[src/rtl/rr_arb7_pipe_if.sv]
// ---------------------------------------------------------------------------
// rr_arb7_pipe_if
//   Handshake bundle between 7 valid/ready requesters, the round-robin
//   arbiter/register stage, and its single downstream consumer.
//   Signals:
//     req_valid [6:0]        requester i has data
//     req_data  [7*WIDTH-1:0] requester i payload at [i*WIDTH +: WIDTH]
//     req_ready [6:0]        requester i accepted this cycle (one-hot or zero)
//     out_valid              output register holds a payload
//     out_data  [WIDTH-1:0]  registered payload
//     out_src   [2:0]        requester index that supplied out_data
//     out_ready              consumer takes out_data this cycle
//   Modports:
//     master : requester/consumer side (drives req_*, out_ready)
//     slave  : arbiter side
// ---------------------------------------------------------------------------
interface rr_arb7_pipe_if #(
  parameter int WIDTH = 32
);
  logic [6:0]         req_valid;
  logic [7*WIDTH-1:0] req_data;
  logic [6:0]         req_ready;
  logic               out_valid;
  logic [WIDTH-1:0]   out_data;
  logic [2:0]         out_src;
  logic               out_ready;

  modport master (
    output req_valid, req_data, out_ready,
    input  req_ready, out_valid, out_data, out_src
  );

  modport slave (
    input  req_valid, req_data, out_ready,
    output req_ready, out_valid, out_data, out_src
  );
endinterface

[src/rtl/rr_arb7_pipe.sv]
// ---------------------------------------------------------------------------
// rr_arb7_pipe
//   Round-robin arbiter for 7 valid/ready requesters followed by a single
//   output register. The granted requester's payload is captured together
//   with its index, so the muxed data path is isolated from the consumer.
//   Ports:
//     clk    clock, all state on the rising edge
//     rst_n  asynchronous active-low reset
//     bus    rr_arb7_pipe_if.slave (request side + output side)
//
//   state | meaning
//   ------+-------------------------------------------
//   EMPTY | output register empty, out_valid = 0
//   FULL  | output register holds a payload, out_valid = 1
// ---------------------------------------------------------------------------
module rr_arb7_pipe #(
  parameter int WIDTH = 32
) (
  input  logic           clk,
  input  logic           rst_n,
  rr_arb7_pipe_if.slave  bus
);

  typedef enum logic {
    EMPTY = 1'b0,
    FULL  = 1'b1
  } state_t;

  state_t           r_state;
  logic [WIDTH-1:0] r_data;
  logic [2:0]       r_src;
  logic [2:0]       r_rr_ptr;

  logic             w_any;
  logic             w_ld;
  logic             w_accept;
  logic [2:0]       w_gnt;
  logic             w_found;
  logic [2:0]       w_ptr_nxt;
  logic [WIDTH-1:0] w_sel_data;

  assign w_any    = |bus.req_valid;
  assign w_ld     = (r_state == EMPTY) | bus.out_ready;
  assign w_accept = w_ld & w_any;

  // Search from r_rr_ptr upward, wrapping 6 -> 0; first valid wins.
  always_comb begin
    logic [3:0] idx;
    w_gnt   = 3'd0;
    w_found = 1'b0;
    idx     = 4'd0;
    for (int k = 0; k < 7; k++) begin
      idx = {1'b0, r_rr_ptr} + 4'(k);
      if (idx > 4'd6) idx = idx - 4'd7;
      if (!w_found && bus.req_valid[idx[2:0]]) begin
        w_gnt   = idx[2:0];
        w_found = 1'b1;
      end
    end
  end

  // 7:1 payload mux; index 7 never selected.
  always_comb begin
    w_sel_data = '0;
    for (int k = 0; k < 7; k++) begin
      if (w_gnt == 3'(k)) w_sel_data = bus.req_data[k*WIDTH +: WIDTH];
    end
  end

  assign w_ptr_nxt = (w_gnt == 3'd6) ? 3'd0 : w_gnt + 3'd1;

  // Gated by rst_n so nothing is acked while reset is asserted.
  assign bus.req_ready = (rst_n && w_accept) ? 7'(8'b1 << w_gnt) : 7'd0;

  always_ff @(posedge clk or negedge rst_n) begin
    if (!rst_n) begin
      r_state  <= EMPTY;
      r_data   <= '0;
      r_src    <= 3'd0;
      r_rr_ptr <= 3'd0;
    end else begin
      case (r_state)
        EMPTY: if (w_any) r_state <= FULL;
        FULL:  if (bus.out_ready && !w_any) r_state <= EMPTY;
      endcase
      if (w_accept) begin
        r_data   <= w_sel_data;
        r_src    <= w_gnt;
        r_rr_ptr <= w_ptr_nxt;
      end
    end
  end

  assign bus.out_valid = (r_state == FULL);
  assign bus.out_data  = r_data;
  assign bus.out_src   = r_src;

endmodule

[src/flat_wrapper.sv]
// flat-port wrapper written by rule: the top's interface ports become plain ports
module rr_arb7_pipe_flat 
#(
  parameter int WIDTH = 32
)
  (clk, rst_n, bus_req_valid, bus_req_data, bus_out_ready, bus_req_ready, bus_out_valid, bus_out_data, bus_out_src);
  rr_arb7_pipe_if #(.WIDTH(WIDTH)) bus_i ();
  input  logic clk;
  input  logic rst_n;
  input wire logic [$bits(bus_i.req_valid)-1:0] bus_req_valid;
  input wire logic [$bits(bus_i.req_data)-1:0] bus_req_data;
  input wire logic [$bits(bus_i.out_ready)-1:0] bus_out_ready;
  output wire logic [$bits(bus_i.req_ready)-1:0] bus_req_ready;
  output wire logic [$bits(bus_i.out_valid)-1:0] bus_out_valid;
  output wire logic [$bits(bus_i.out_data)-1:0] bus_out_data;
  output wire logic [$bits(bus_i.out_src)-1:0] bus_out_src;
  assign bus_i.req_valid = bus_req_valid;
  assign bus_i.req_data = bus_req_data;
  assign bus_i.out_ready = bus_out_ready;
  assign bus_req_ready = bus_i.req_ready;
  assign bus_out_valid = bus_i.out_valid;
  assign bus_out_data = bus_i.out_data;
  assign bus_out_src = bus_i.out_src;
  rr_arb7_pipe #(.WIDTH(WIDTH)) u_core (.clk(clk), .rst_n(rst_n), .bus(bus_i));
endmodule
[config.mk]
export PLATFORM = sky130hd
export DESIGN_NAME = rr_arb7_pipe_flat
export DESIGN_NICKNAME = d
export VERILOG_FILES = /design/src/rtl/rr_arb7_pipe_if.sv /design/src/rtl/rr_arb7_pipe.sv /design/src/flat_wrapper.sv
export SDC_FILE = /design/constraint.sdc
export NUM_CORES = 1
export LEC_CHECK = 0
export BUFFER_PORTS_ARGS = -buffer_cell sky130_fd_sc_hd__clkbuf_2
export CORE_MARGIN = 5
export CORE_UTILIZATION = 40
export DETAILED_ROUTE_END_ITERATION = 10
export PLACE_DENSITY = 0.79
export SLEW_MARGIN = 20
export SYNTH_ARGS = -nofsm -noshare
export SYNTH_HDL_FRONTEND = slang
export SYNTH_SLANG_ARGS = --single-unit
[constraint.sdc]
create_clock -name clk -period 7.4 [get_ports clk]
set_input_delay 2.22 -clock clk [delete_from_list [all_inputs] [get_ports clk]]
set_output_delay 2.22 -clock clk [all_outputs]
set_load 0.005 [all_outputs]
Word level (Yosys, flattened, before mapping)
Cells that the tools add are included.
{ "totals": {"word_cells": 105, "inputBits": 234, "reg_bits": 39, "out_inout_bits": 43} }
{ "classes": {"n_eq_ne": 6, "n_lt_le_gt_ge": 14, "shifts": 1, "bitwise": 3, "n_reduce_logical": 17, "mux": 46, "add_sub_neg": 14} }
{ "ops": {"columns": ["op", "n"], "rows": [
  ["$mux 32", 7],
  ["$mux 3", 15],
  ["$lt 3x4->1 const B", 7],
  ["$gt 4x3->1 const B", 6],
  ["$bmux 1 s3", 7],
  ["$sub 3x3->3 const B", 7],
  ["$mux 1", 15],
  ["$add 3x3->4 const B", 3],
  ["$eq 3x3->1 const B", 3],
  ["$add 3x2->4 const B", 2],
  ["$logic_and 1x1->1", 8],
  ["$logic_not 1->1", 7],
  ["$mux 7", 1],
  ["$reduce_or 7->1", 1],
  ["$shl 1x3->7 const A", 1],
  ["$eq 3x2->1 const B", 2],
  ["$add 3x1->4 const B", 1],
  ["$add 3x1->3 const B", 1],
  ["$eq 3x1->1 const B", 1],
  ["$gt 3x3->1 const B", 1],
  ["$logic_not 3->1", 1],
  ["$pmux 1 s2", 1],
  ["$and 1x1->1", 1],
  ["$not 1->1", 1],
  ["$or 1x1->1", 1]
]} }

Logic depth before layout (Yosys ltp)
Gate-level depths: netlist of run 1.
{ "logic_depth": {"word_depth": 31, "ltp_mapped": 23, "ltp_nobuf": 15} }

Least setup slack after synthesis of run 1
Ideal clock, no wire load.
{ "synth_path": {"kind": "input to output", "startpoint": "input port bus_req_valid[1]", "endpoint": "output port bus_req_ready[3]", "path_buffers": 4, "required_ps": 5180, "stages": 14, "path_slack_ps": -236, "arrival_time_ps": 5416, "cell_sequence": "clkbuf_1 -> mux2i_1 -> mux2_1 -> mux4_2 -> and2_1 -> o31ai_1 -> a22oi_1 -> o21ai_2 -> buf_2 -> nor2b_1 -> ha_1 -> clkbuf_1 -> clkbuf_1 -> and3_1"} }
{ "synth_via": {"elab_chain_cells": 23, "word_cells_on_any_way": 44, "classes_between": "shift (1); mux (28); bitwise (1); reduce/logical (14)"} }
{ "synth_rtl": {"columns": ["element", "line", "text"], "rows": [
  ["start, declared", "flat_wrapper.sv:10", "input wire logic [$bits(bus_i.req_valid)-1:0] bus_req_valid;"],
  ["$bmux 1 s3", "rr_arb7_pipe.sv:55", "if (!w_found && bus.req_valid[idx[2:0]]) begin"],
  ["$mux 1 (implied by the code)", "rr_arb7_pipe.sv:55", null],
  ["$mux 1", "rr_arb7_pipe.sv:55", null],
  ["$logic_not 1->1", "rr_arb7_pipe.sv:55", null],
  ["$logic_and 1x1->1", "rr_arb7_pipe.sv:55", null],
  ["$mux 1", "rr_arb7_pipe.sv:55", null],
  ["$logic_not 1->1", "rr_arb7_pipe.sv:55", null],
  ["$logic_and 1x1->1", "rr_arb7_pipe.sv:55", null],
  ["(+7 left out)", null, null],
  ["$logic_not 1->1", "rr_arb7_pipe.sv:55", null],
  ["$logic_and 1x1->1", "rr_arb7_pipe.sv:55", null],
  ["$mux 1", "rr_arb7_pipe.sv:55", null],
  ["$logic_not 1->1", "rr_arb7_pipe.sv:55", null],
  ["$logic_and 1x1->1", "rr_arb7_pipe.sv:55", null],
  ["$mux 3", "rr_arb7_pipe.sv:55", null],
  ["$shl 1x3->7", "rr_arb7_pipe.sv:73", "assign bus.req_ready = (rst_n && w_accept) ? 7'(8'b1 << w_gnt) : 7'd0;"],
  ["$mux 7 *", "rr_arb7_pipe.sv:73", null],
  ["end, declared", "flat_wrapper.sv:13", "output wire logic [$bits(bus_i.req_ready)-1:0] bus_req_ready;"]
]} }
Mark *: on every way between the ends. The rest lies on a longest branch, timed or not. The select of a mux whose other input is x is not followed.

Final worst setup path of run 1
{ "layout_path": {"startpoint": "input port bus_req_valid[3]", "endpoint": "output port bus_req_ready[3]"} }
Same word-level chain as after synthesis.

==> summary.txt, run 1 <==
STA
  – Final Hold Fails: 0
  – Crit share post-route: 95.9%
  – Final setup viols: 0
  – Final Critical Period: 7.10 ns
  – Fmax: 0.141 GHz
  – Pins Over Slew Limit: 0
  – Max-Slew Margin vs Limit: 35.1%
  – Clock skew: 0.00818 ns
  – Slew at the pin closest to its max-slew limit: 0.971 ns
  – RSZ-0062 raised after global routing: no
  – Setup TNS: 0 ns

Clock network
  – CTS clk-pin slew, worst paths: 0.07 ns
  – CTS Root Cell: clkbuf_16
  – CTS tree: yes
  – Postcts setup bufs: 0
  – CTS Buf Count: 5
  – Skew-Pair Late Insertion Delay: 0.29 ns
  – Sink Count: 39
  – Number of H-tree levels: 2
  – Post_cts resized: 0
  – Maximum clock insertion buffer count: 2
  – Cts hold-fix bufs: 0

Detailed routing
  – WL met3: 1780 um
  – DRC: 0
  – Post-Route WL: 21800 um
  – DR WL/cell: 21.6 um
  – Routed length on met1: 8260 um
  – DRT iter0 DRCs: 584
  – Post-DRT Antenna Nets: 0
  – Max layer used: met4
  – Vias: 6101
  – Wire length on met2: 10800 um
  – Router iterations before antenna repair: 5
  – Via-to-Cell Ratio: 6.04

Setup path
  – CP Capture Type: output port
  – Critical path class: in -> out
  – CP required: 5.18 ns
  – CP Data Arrival Time: 4.88 ns
  – Startpoint types: input pin
  – Maximum fanout along the worst path: 13
  – Reg2Reg Depth: 17

Yosys
  – Top post-synthesis cells by area: dfrtp_1 19%, a221oi_1 8.5%, mux2_1 6.7%, a21o_1 5.8%, a22oi_1 5.1%
  – Sequential fraction of the synthesis area: 19.4%
  – Top-count cell post-synth: a221oi_1
  – Ys Warns: 0
  – Top post-synthesis cells by count: 49 x a221oi_1, 39 x a21o_1, 39 x dfrtp_1, 35 x o21ai_1, 34 x a22oi_1
  – Gate Count Post-Synth: 590
  – Register bit total from synthesis: 39
  – Yosys top cell by area: dfrtp_1
  – Top FF cell, synth: dfrtp_1
  – Synth unique cells: 81
  – Syn nets: 838
  – Post-synth EDFFs: 0
  – Synth async-reset ratio: 100%
  – Post-synthesis instance area: 5040 sq um
  – Synth top area share: 19.4%
  – Syn_area_per_cell: 8.55 sq um

Final layout
  – Area of the multi-input gates: 3780 sq um
  – Nets@finish: 1081
  – Fillers: 1222
  – Reg area: 976 sq um
  – Layout cell share with drive strength beyond 1: 42.7%
  – Layout area overhead: 33.3%

Place
  – Routability cong.: 1.02
  – Buffers on Ports: 276
  – Dpl hpwl: 17400 um

Floorplan
  – Initial core utilization: 40.4%
  – Cell Rows: 41
  – Die Y: 122 um
  – IO Pins: 277
  – Area of the die: 15000 sq um
  – Die width: 122 um
  – Core box area: 12500 sq um

Worst hold path
  – HP Class: reg -> reg
  – Worst Hold Depth: 1

Job
  – MaxCap Viol Count: 0

GRT
  – Largest net degree at the start of global routing: 50
  – Grt total ovfl: 0
  – Initial antenna violation count: 4
  – GRT Util Overall: 28.0%
  – Number of global-route vias before repair: 5935
  – First-pass GRT wire length: 32700 um

Outcome
  – Outcome: finished, final reports clean
layout by cell type (no fill, tap or decap), types with 3 or more instances in the layout:
cell,n
nor2b_1,7
o21ai_0,14
clkbuf_16,5
a31oi_1,4
o22ai_1,4
clkbuf_2,276
o21a_1,4
diode_2,4
xnor2_1,3
and2_1,4
a21oi_1,15
o22a_1,4
a22oi_1,34
buf_4,21
o31a_1,4
nand3b_1,3
and3_1,3
inv_1,12
o21ai_1,35
a211oi_1,7
nor3_1,11
a221oi_1,49
nor2_1,26
dfrtp_1,39
nand2_1,29
nand2b_1,8
a21o_1,39
ha_1,14
mux2_1,30
nand3_1,9
mux4_2,3
o31ai_1,5
a221oi_2,15
mux2_2,9
mux2i_1,25
cell type report:
type | count | share of cell area (%)
multi-input combinational | 477 | 56.3
timing repair buffer | 297 | 22.9
sequential | 39 | 14.5
tap | 172 | 3.20
clock buffer | 5 | 1.86
inverter | 13 | 0.745
clock inverter | 3 | 0.354
antenna | 4 | 0.149
worst max-delay path: stages:
cell      delay [ns]
clkbuf_2        0.24
mux2i_1         0.11
mux2_1          0.30
mux4_2          0.55
and2_1          0.20
o31ai_1         0.20
a22oi_1         0.16
o21ai_4         0.27
nor2b_1         0.18
ha_1            0.18
and3_1          0.15
clkbuf_2        0.11
final timing paths:
check | slack [ns] | endpoint | start
setup / recovery | 0.30 | bus_req_ready[3] | bus_req_valid[3]
hold / removal | 0.50 | u_core.bus.out_src[0] | u_core.bus.out_src[0]
setup reg to reg | 1.91 | u_core.bus.out_data[1] | u_core.r_rr_ptr[1]
hold reg to reg | 0.50 | u_core.bus.out_src[0] | u_core.bus.out_src[0]
max in group asynchronous | 4.80 | u_core.bus.out_data[6] | rst_n
min in group asynchronous | 1.85 | u_core.r_rr_ptr[1] | rst_n
registers in the layout, indices dropped and copies added, names as in the netlist:
name                  flops
u_core.bus.out_src        3
u_core.bus.out_valid      1
u_core.bus.out_data      32
u_core.r_rr_ptr           3
cells by family (layout without fill, tap and decap cells):
kind of cell / after synthesis / count (layout) / share of synthesized area [%]
simple gates: 124 / 124 / 13.2
compound gates: 266 / 266 / 41.2
fa+ha+maj: 14 / 14 / 3.47
mux: 67 / 67 / 15.0
other cells: 0 / 4 / 0
xor+xnor: 6 / 6 / 1.19
flops: 39 / 39 / 19.4
buf+inv: 74 / 318 / 6.50
per-layer routing:
metal / vias to the layer above / track usage [%]
li1: 2825 / -
met1: 2864 / 36.0
met2: 360 / 46.4
met3: 52 / 4.75
met4: 0 / 12.0
met5: - / 0
stage by stage:
step / util (%) / hold slack [ns] / cells / instance area [sq um] / setup WS (ns)
final: 53.9 / 0.498 / 1010 / 6720 / 0.303
after CTS: 53.8 / 0.488 / 1006 / 6710 / 0.317
after global routing: 53.9 / 0.523 / 1010 / 6720 / 0.0297
after floorplan: - / 0.473 / 590 / 5050 / 0.103
after global placement: 52.6 / 0.470 / 998 / 6560 / 0.392
after detailed placement: 52.6 / 0.472 / 998 / 6560 / 0.307
Power of run 1 is not shown: default switching activity piles up to over one toggle a cycle in this logic, so the estimate is an artifact.
==> run 2, diff against run 1 <==
--- a/config.mk
+++ b/config.mk
@@ -5,11 +5,12 @@
 export SDC_FILE = /design/constraint.sdc
 export NUM_CORES = 1
 export LEC_CHECK = 0
-export BUFFER_PORTS_ARGS = -buffer_cell sky130_fd_sc_hd__clkbuf_2
 export CORE_MARGIN = 5
 export CORE_UTILIZATION = 40
+export CTS_CLUSTER_SIZE = 14
 export DETAILED_ROUTE_END_ITERATION = 10
-export PLACE_DENSITY = 0.79
+export DONT_BUFFER_PORTS = 1
+export PLACE_DENSITY = 0.59
 export SLEW_MARGIN = 20
 export SYNTH_ARGS = -nofsm -noshare
 export SYNTH_HDL_FRONTEND = slang
==> run 2 against run 1 <==
  * Hold slack better by 0.020 ns
  * Setup slack improved by 0.26 ns
  * Design area is 21% lower
  * Final cell count shrank 28%
  * Wire length down 8.1%
  * Maximum frequency increased by 3.8%
  * Non-clock buffer count decreased by 279
  * Flip-flop and latch count unchanged
  * Via count is 17% lower
  * Global-route usage is 2.5 points lower
  * First-iteration DRC count down 2.4%
  * Count of clock-buffer cells in the layout grew 1
  * Largest cell class unchanged
==> summary.txt, run 2 (synthesis gave the netlist of run 1 again) <==
STA
  – RSZ-0062 raised after global routing: no
  – Crit share post-route: 92.4% (-3.5 points)
  – Clock skew: 0.00667 ns (-0.00151 ns)
  – Max-Slew Margin vs Limit: 28.6% (-6.5 points)
  – Pins Over Slew Limit: 0 (unchanged)
  – Final setup viols: 0 (unchanged)
  – Slew at the pin closest to its max-slew limit: 1.07 ns (+0.0972 ns)
  – Fmax: 0.146 GHz (+3.8%)
  – Final Hold Fails: 0 (unchanged)
  – Setup TNS: 0 ns (unchanged)
  – Final Critical Period: 6.84 ns (-0.262 ns)

GRT
  – GRT Util Overall: 25.5% (-2.5 points)
  – Initial antenna violation count: 3 (-1)
  – Met2 usage: 39.8% (-6.6 points)
  – First-pass GRT wire length: 29400 um (-10%)
  – Met1 usage: 33.1% (-2.9 points)
  – Number of global-route vias before repair: 5004 (-16%)
  – GR met3 Demand/Resource: 6.31% (+1.6 points)
  – GRT busiest layer: met2
  – Largest net degree at the start of global routing: 49 (-2.0%)
  – Grt total ovfl: 0 (unchanged)

Outcome
  – Outcome: finished, final reports clean

Setup path
  – Buf+Inv Stages, Crit Path: 0 (-2)
  – Delay of the slowest cell on the worst path: 0.48 ns (-0.07 ns)
  – CP Capture Type: output port
  – CP Cell Sequence: nor2_1 > a2111oi_0 > a211oi_1 > o21a_1 > o31ai_2 > nor3_2 > o221a_2 > o21ai_4 > nor2b_1 > ha_2 > and3_1
  – Startpoint types: input pin
  – CP required: 5.18 ns (about the same)
  – Maximum fanout along the worst path: 13 (unchanged)
  – Crit path max-delay family: compound AO/OA/AOI/OAI gates
  – Critical path class: in -> out
  – Worst path slowest cell: o31ai_2
  – CP Data Arrival Time: 4.62 ns (-0.26 ns)

Final layout
  – Most frequent cells in the layout: 49 x a221oi_1, 39 x a21o_1, 39 x dfrtp_1
  – Layout area overhead: 5.36%
  – Post-layout util: 42.6% (-11 points)
  – Nets@finish: 802 (-26%)
  – Layout cell share with drive strength beyond 1: 13.9% (-29 points)
  – Max reg flops: 32 (unchanged)
  – Commonest non-fill, non-tap cell in the layout: a221oi_1

Place
  – Dpl hpwl: 15500 um (-11%)
  – Buffers on Ports: 0 (-100%)
  – Routability cong.: 0.921 (-9.4%)

Detailed routing
  – DRC: 0 (unchanged)
  – DR WL/cell: 27.5 um (+27%)
  – Post-Route WL: 20100 um (-8.1%)
  – DRT iter0 DRCs: 570 (-2.4%)
  – Post-DRT Antenna Nets: 0 (unchanged)
  – Vias: 5078 (-17%)
  – Router iterations before antenna repair: 5 (unchanged)
  – Via-to-Cell Ratio: 6.97 (+15%)

Floorplan
  – Area of the die: 15000 sq um (unchanged)
  – Core box area: 12500 sq um (unchanged)
  – Cell Rows: 41 (unchanged)
  – Die width: 122 um (unchanged)
  – Die Y: 122 um (unchanged)
  – Initial core utilization: 40.4% (unchanged)
  – IO Pins: 277 (unchanged)

Clock network
  – Postcts setup bufs: 0 (unchanged)
  – CTS Root Cell: clkbuf_16
  – Sink Count: 39 (unchanged)
  – CTS Buf Count: 5 (unchanged)
  – Number of H-tree levels: 2 (unchanged)
  – Cts hold-fix bufs: 0 (unchanged)
  – Maximum clock insertion buffer count: 2 (unchanged)
  – CTS tree: yes
  – Post_cts resized: 0 (unchanged)
  – Skew-Pair Late Insertion Delay: 0.29 ns (about the same)
  – CTS clk-pin slew, worst paths: 0.06 ns (about the same)

Job
  – MaxCap Viol Count: 0 (unchanged)

Worst hold path
  – HP Class: reg -> reg
==> run 2: cell types whose count changed in the layout (fill, tap and decap cells not counted), sizes merged <==
| cell | delta |
|---|---|
| diode | -1 |
| clkinvlp | -2 |
| inv | -1 |
| buf | -3 |
| clkinv | +1 |
| clkbuf | -275 |
==> run 2: worst reg2reg max path: cells and delay by family (launching register included) <==
kind,cells,cell delay (ns)
compound gates,6,2.02
fa+ha+maj,2,0.51
flops,1,0.38
simple gates,4,0.74
mux,2,0.40
buf+inv,4,1.28
==> run 2: final cells by class <==
cell class	count	area, sq um
fillers	1276	7150
multi-input cells	477	3780
flip-flops and latches	39	976
well taps	172	215
clock buffers	6	139
repair buffers	18	135
inverters	13	50.0
diodes	3	7.51
clock inverters	1	5.00
==> run 2: path summary, 6_finish.rpt <==
kind                                           endpoint  slack (ns)                   from  depth (start not counted)
min in group asynchronous       u_core.bus.out_data[23]        1.62                  rst_n                          0
worst min-delay path              u_core.bus.out_src[1]        0.52  u_core.bus.out_src[1]                          2
worst min register to register    u_core.bus.out_src[1]        0.52  u_core.bus.out_src[1]                          2
worst max register to register  u_core.bus.out_data[27]        1.92     u_core.r_rr_ptr[2]                         18
max in group asynchronous        u_core.bus.out_data[6]        5.67                  rst_n                          0
worst max-delay path                   bus_req_ready[3]        0.56       bus_req_valid[2]                         11
==> run 2: metrics by stage <==
step           cells  hold slack [ns]  worst slack, ns  instance area (sq um)
2_1_floorplan    590            0.473            0.103                   5050
3_3_place_gp     719            0.499            0.599                   5160
3_5_place_dp     719            0.510            0.563                   5160
4_1_cts          726            0.523            0.541                   5310
5_1_grt          729            0.533            0.359                   5310
6_report         729            0.518            0.565                   5310
==> run 2: routing by layer <==
layer,up-vias,share of wire (%)
met3,49,8.0
met5,-,0
li1,2273,-
met4,0,3.2
met1,2453,40
met2,303,49
Power of run 2 is left out for the same reason.
==> run 3, diff against run 2 <==
--- a/config.mk
+++ b/config.mk
@@ -5,6 +5,7 @@
 export SDC_FILE = /design/constraint.sdc
 export NUM_CORES = 1
 export LEC_CHECK = 0
+export CORE_ASPECT_RATIO = 0.8
 export CORE_MARGIN = 5
 export CORE_UTILIZATION = 40
 export CTS_CLUSTER_SIZE = 14
==> run 3 against run 2 <==
  * Register-to-register slack gained 0.04 ns
  * Hold slack lost 0.0017 ns
  * Wire length grew 1.0%
  * Utilization grew 1.2 points
  * Sequential share of layout area shrank 0.19 points
  * First-iteration DRC count grew 2.8%
  * Design area grew 1.0%
  * Largest cell class unchanged
  * Critical path depth shrank 1
  * Non-clock buffer count grew 3
  * Final cell count grew 0.55%
  * Setup slack gained 0.038 ns
  * Maximum frequency grew 0.56%
==> summary.txt, run 3 (synthesis gave the netlist of run 1 again) <==
Final layout
  – Layout cell share with drive strength beyond 1: 14.3% (+0.44 points)
  – Max reg flops: 32 (unchanged)
  – Post-layout util: 43.8% (+1.2 points)
  – Commonest non-fill, non-tap cell in the layout: a221oi_1
  – Layout area overhead: 6.45%
  – Most frequent cells in the layout: 49 x a221oi_1, 39 x a21o_1, 39 x dfrtp_1
  – Nets@finish: 805 (+0.37%)

Floorplan
  – Core box area: 12300 sq um (-1.7%)
  – Initial core utilization: 41.2% (+0.71 points)
  – Die Y: 110 um (-9.7%)
  – IO Pins: 277 (unchanged)
  – Cell Rows: 36 (-12%)
  – Area of the die: 15000 sq um (about the same)
  – Die width: 136 um (+11%)

STA
  – Fmax: 0.147 GHz (+0.56%)
  – Final Critical Period: 6.80 ns (-0.0380 ns)
  – Slew at the pin closest to its max-slew limit: 0.973 ns (-0.0955 ns)
  – Max-Slew Margin vs Limit: 35.0% (+6.4 points)
  – Pins Over Slew Limit: 0 (unchanged)
  – Clock skew: 0.0115 ns (+0.00485 ns)
  – Crit share post-route: 91.9% (-0.51 points)
  – Setup TNS: 0 ns (unchanged)
  – Final Hold Fails: 0 (unchanged)
  – Final setup viols: 0 (unchanged)
  – RSZ-0062 raised after global routing: no

Worst hold path
  – HP Class: reg -> reg

Outcome
  – Outcome: finished, final reports clean

Detailed routing
  – DRT iter0 DRCs: 586 (+2.8%)
  – DR WL/cell: 27.7 um (+0.48%)
  – Router iterations before antenna repair: 6 (+1)
  – Post-DRT Antenna Nets: 0 (unchanged)
  – Post-Route WL: 20300 um (+1.0%)
  – Vias: 5213 (+2.7%)
  – Via-to-Cell Ratio: 7.11 (+2.1%)
  – DRC: 0 (unchanged)

GRT
  – Grt total ovfl: 0 (unchanged)
  – GR met3 Demand/Resource: 6.95% (+0.64 points)
  – Largest net degree at the start of global routing: 51 (+4.1%)
  – Number of global-route vias before repair: 4956 (-0.96%)
  – Met1 usage: 35.3% (+2.2 points)
  – GRT busiest layer: met2
  – First-pass GRT wire length: 30600 um (+4.1%)
  – GRT Util Overall: 25.8% (+0.35 points)
  – Met2 usage: 40.0% (+0.10 points)
  – Initial antenna violation count: 5 (+2)

Clock network
  – CTS tree: yes
  – Number of H-tree levels: 2 (unchanged)
  – Post_cts resized: 0 (unchanged)
  – CTS clk-pin slew, worst paths: 0.07 ns (about the same)
  – CTS Buf Count: 5 (unchanged)
  – Sink Count: 39 (unchanged)
  – Postcts setup bufs: 0 (unchanged)
  – Cts hold-fix bufs: 0 (unchanged)
  – Maximum clock insertion buffer count: 2 (unchanged)
  – CTS Root Cell: clkbuf_16
  – Skew-Pair Late Insertion Delay: 0.29 ns (about the same)

Place
  – Routability cong.: 0.984 (+6.9%)
  – Dpl hpwl: 15700 um (+0.90%)
  – Buffers on Ports: 0 (unchanged)

Job
  – MaxCap Viol Count: 0 (unchanged)

Setup path
  – Maximum fanout along the worst path: 13 (unchanged)
  – Critical path class: in -> out
  – Delay of the slowest cell on the worst path: 0.49 ns (about the same)
  – CP Capture Type: output port
  – CP required: 5.18 ns (about the same)
  – Crit path max-delay family: simple AND/OR/NAND/NOR gates
  – CP Data Arrival Time: 4.58 ns (-0.04 ns)
  – Worst path slowest cell: or4_1
  – Buf+Inv Stages, Crit Path: 1 (+1)
  – CP Cell Sequence: or4_1 > a222oi_1 > buf_4 > or3_1 > a31oi_1 > o22ai_2 > nand2_2 > nor2b_1 > ha_1 > and3_1
  – Startpoint types: input pin
run 3: cell type report:
class / count / area (sq um)
sequential: 39 / 976
timing repair buffer: 21 / 158
multi-input combinational: 477 / 3780
clock buffer: 6 / 139
clock inverter: 2 / 38.8
tap: 171 / 214
antenna: 4 / 10.0
fill: 1233 / 6880
inverter: 13 / 50.0
run 3: worst paths after layout:
path,startpoint,end,slack [ns],depth (start not counted)
max,bus_req_valid[4],bus_req_ready[3],0.60,10
min in group asynchronous,rst_n,u_core.bus.out_src[0],1.62,0
min,u_core.bus.out_src[0],u_core.bus.out_src[0],0.52,1
min reg2reg,u_core.bus.out_src[0],u_core.bus.out_src[0],0.52,1
max reg2reg,u_core.r_rr_ptr[0],u_core.bus.out_data[2],1.96,18
max in group asynchronous,rst_n,u_core.r_rr_ptr[1],5.66,0
run 3: layer usage:
metal | up-vias | part of all wire, %
met5 | - | 0.049
met4 | 2 | 1.8
met3 | 35 | 10
met2 | 335 | 47
met1 | 2555 | 41
li1 | 2286 | -
run 3: per-stage QoR:
step | hold WS (ns) | setup WS [ns] | area (sq um) | cells
floorplan | 0.473 | 0.103 | 5050 | 590
global placement | 0.506 | 0.695 | 5180 | 721
detailed placement | 0.510 | 0.630 | 5180 | 721
CTS | 0.525 | 0.613 | 5360 | 729
global route | 0.543 | 0.411 | 5370 | 733
finish | 0.516 | 0.603 | 5370 | 733
Power of run 3 is left out for the same reason.
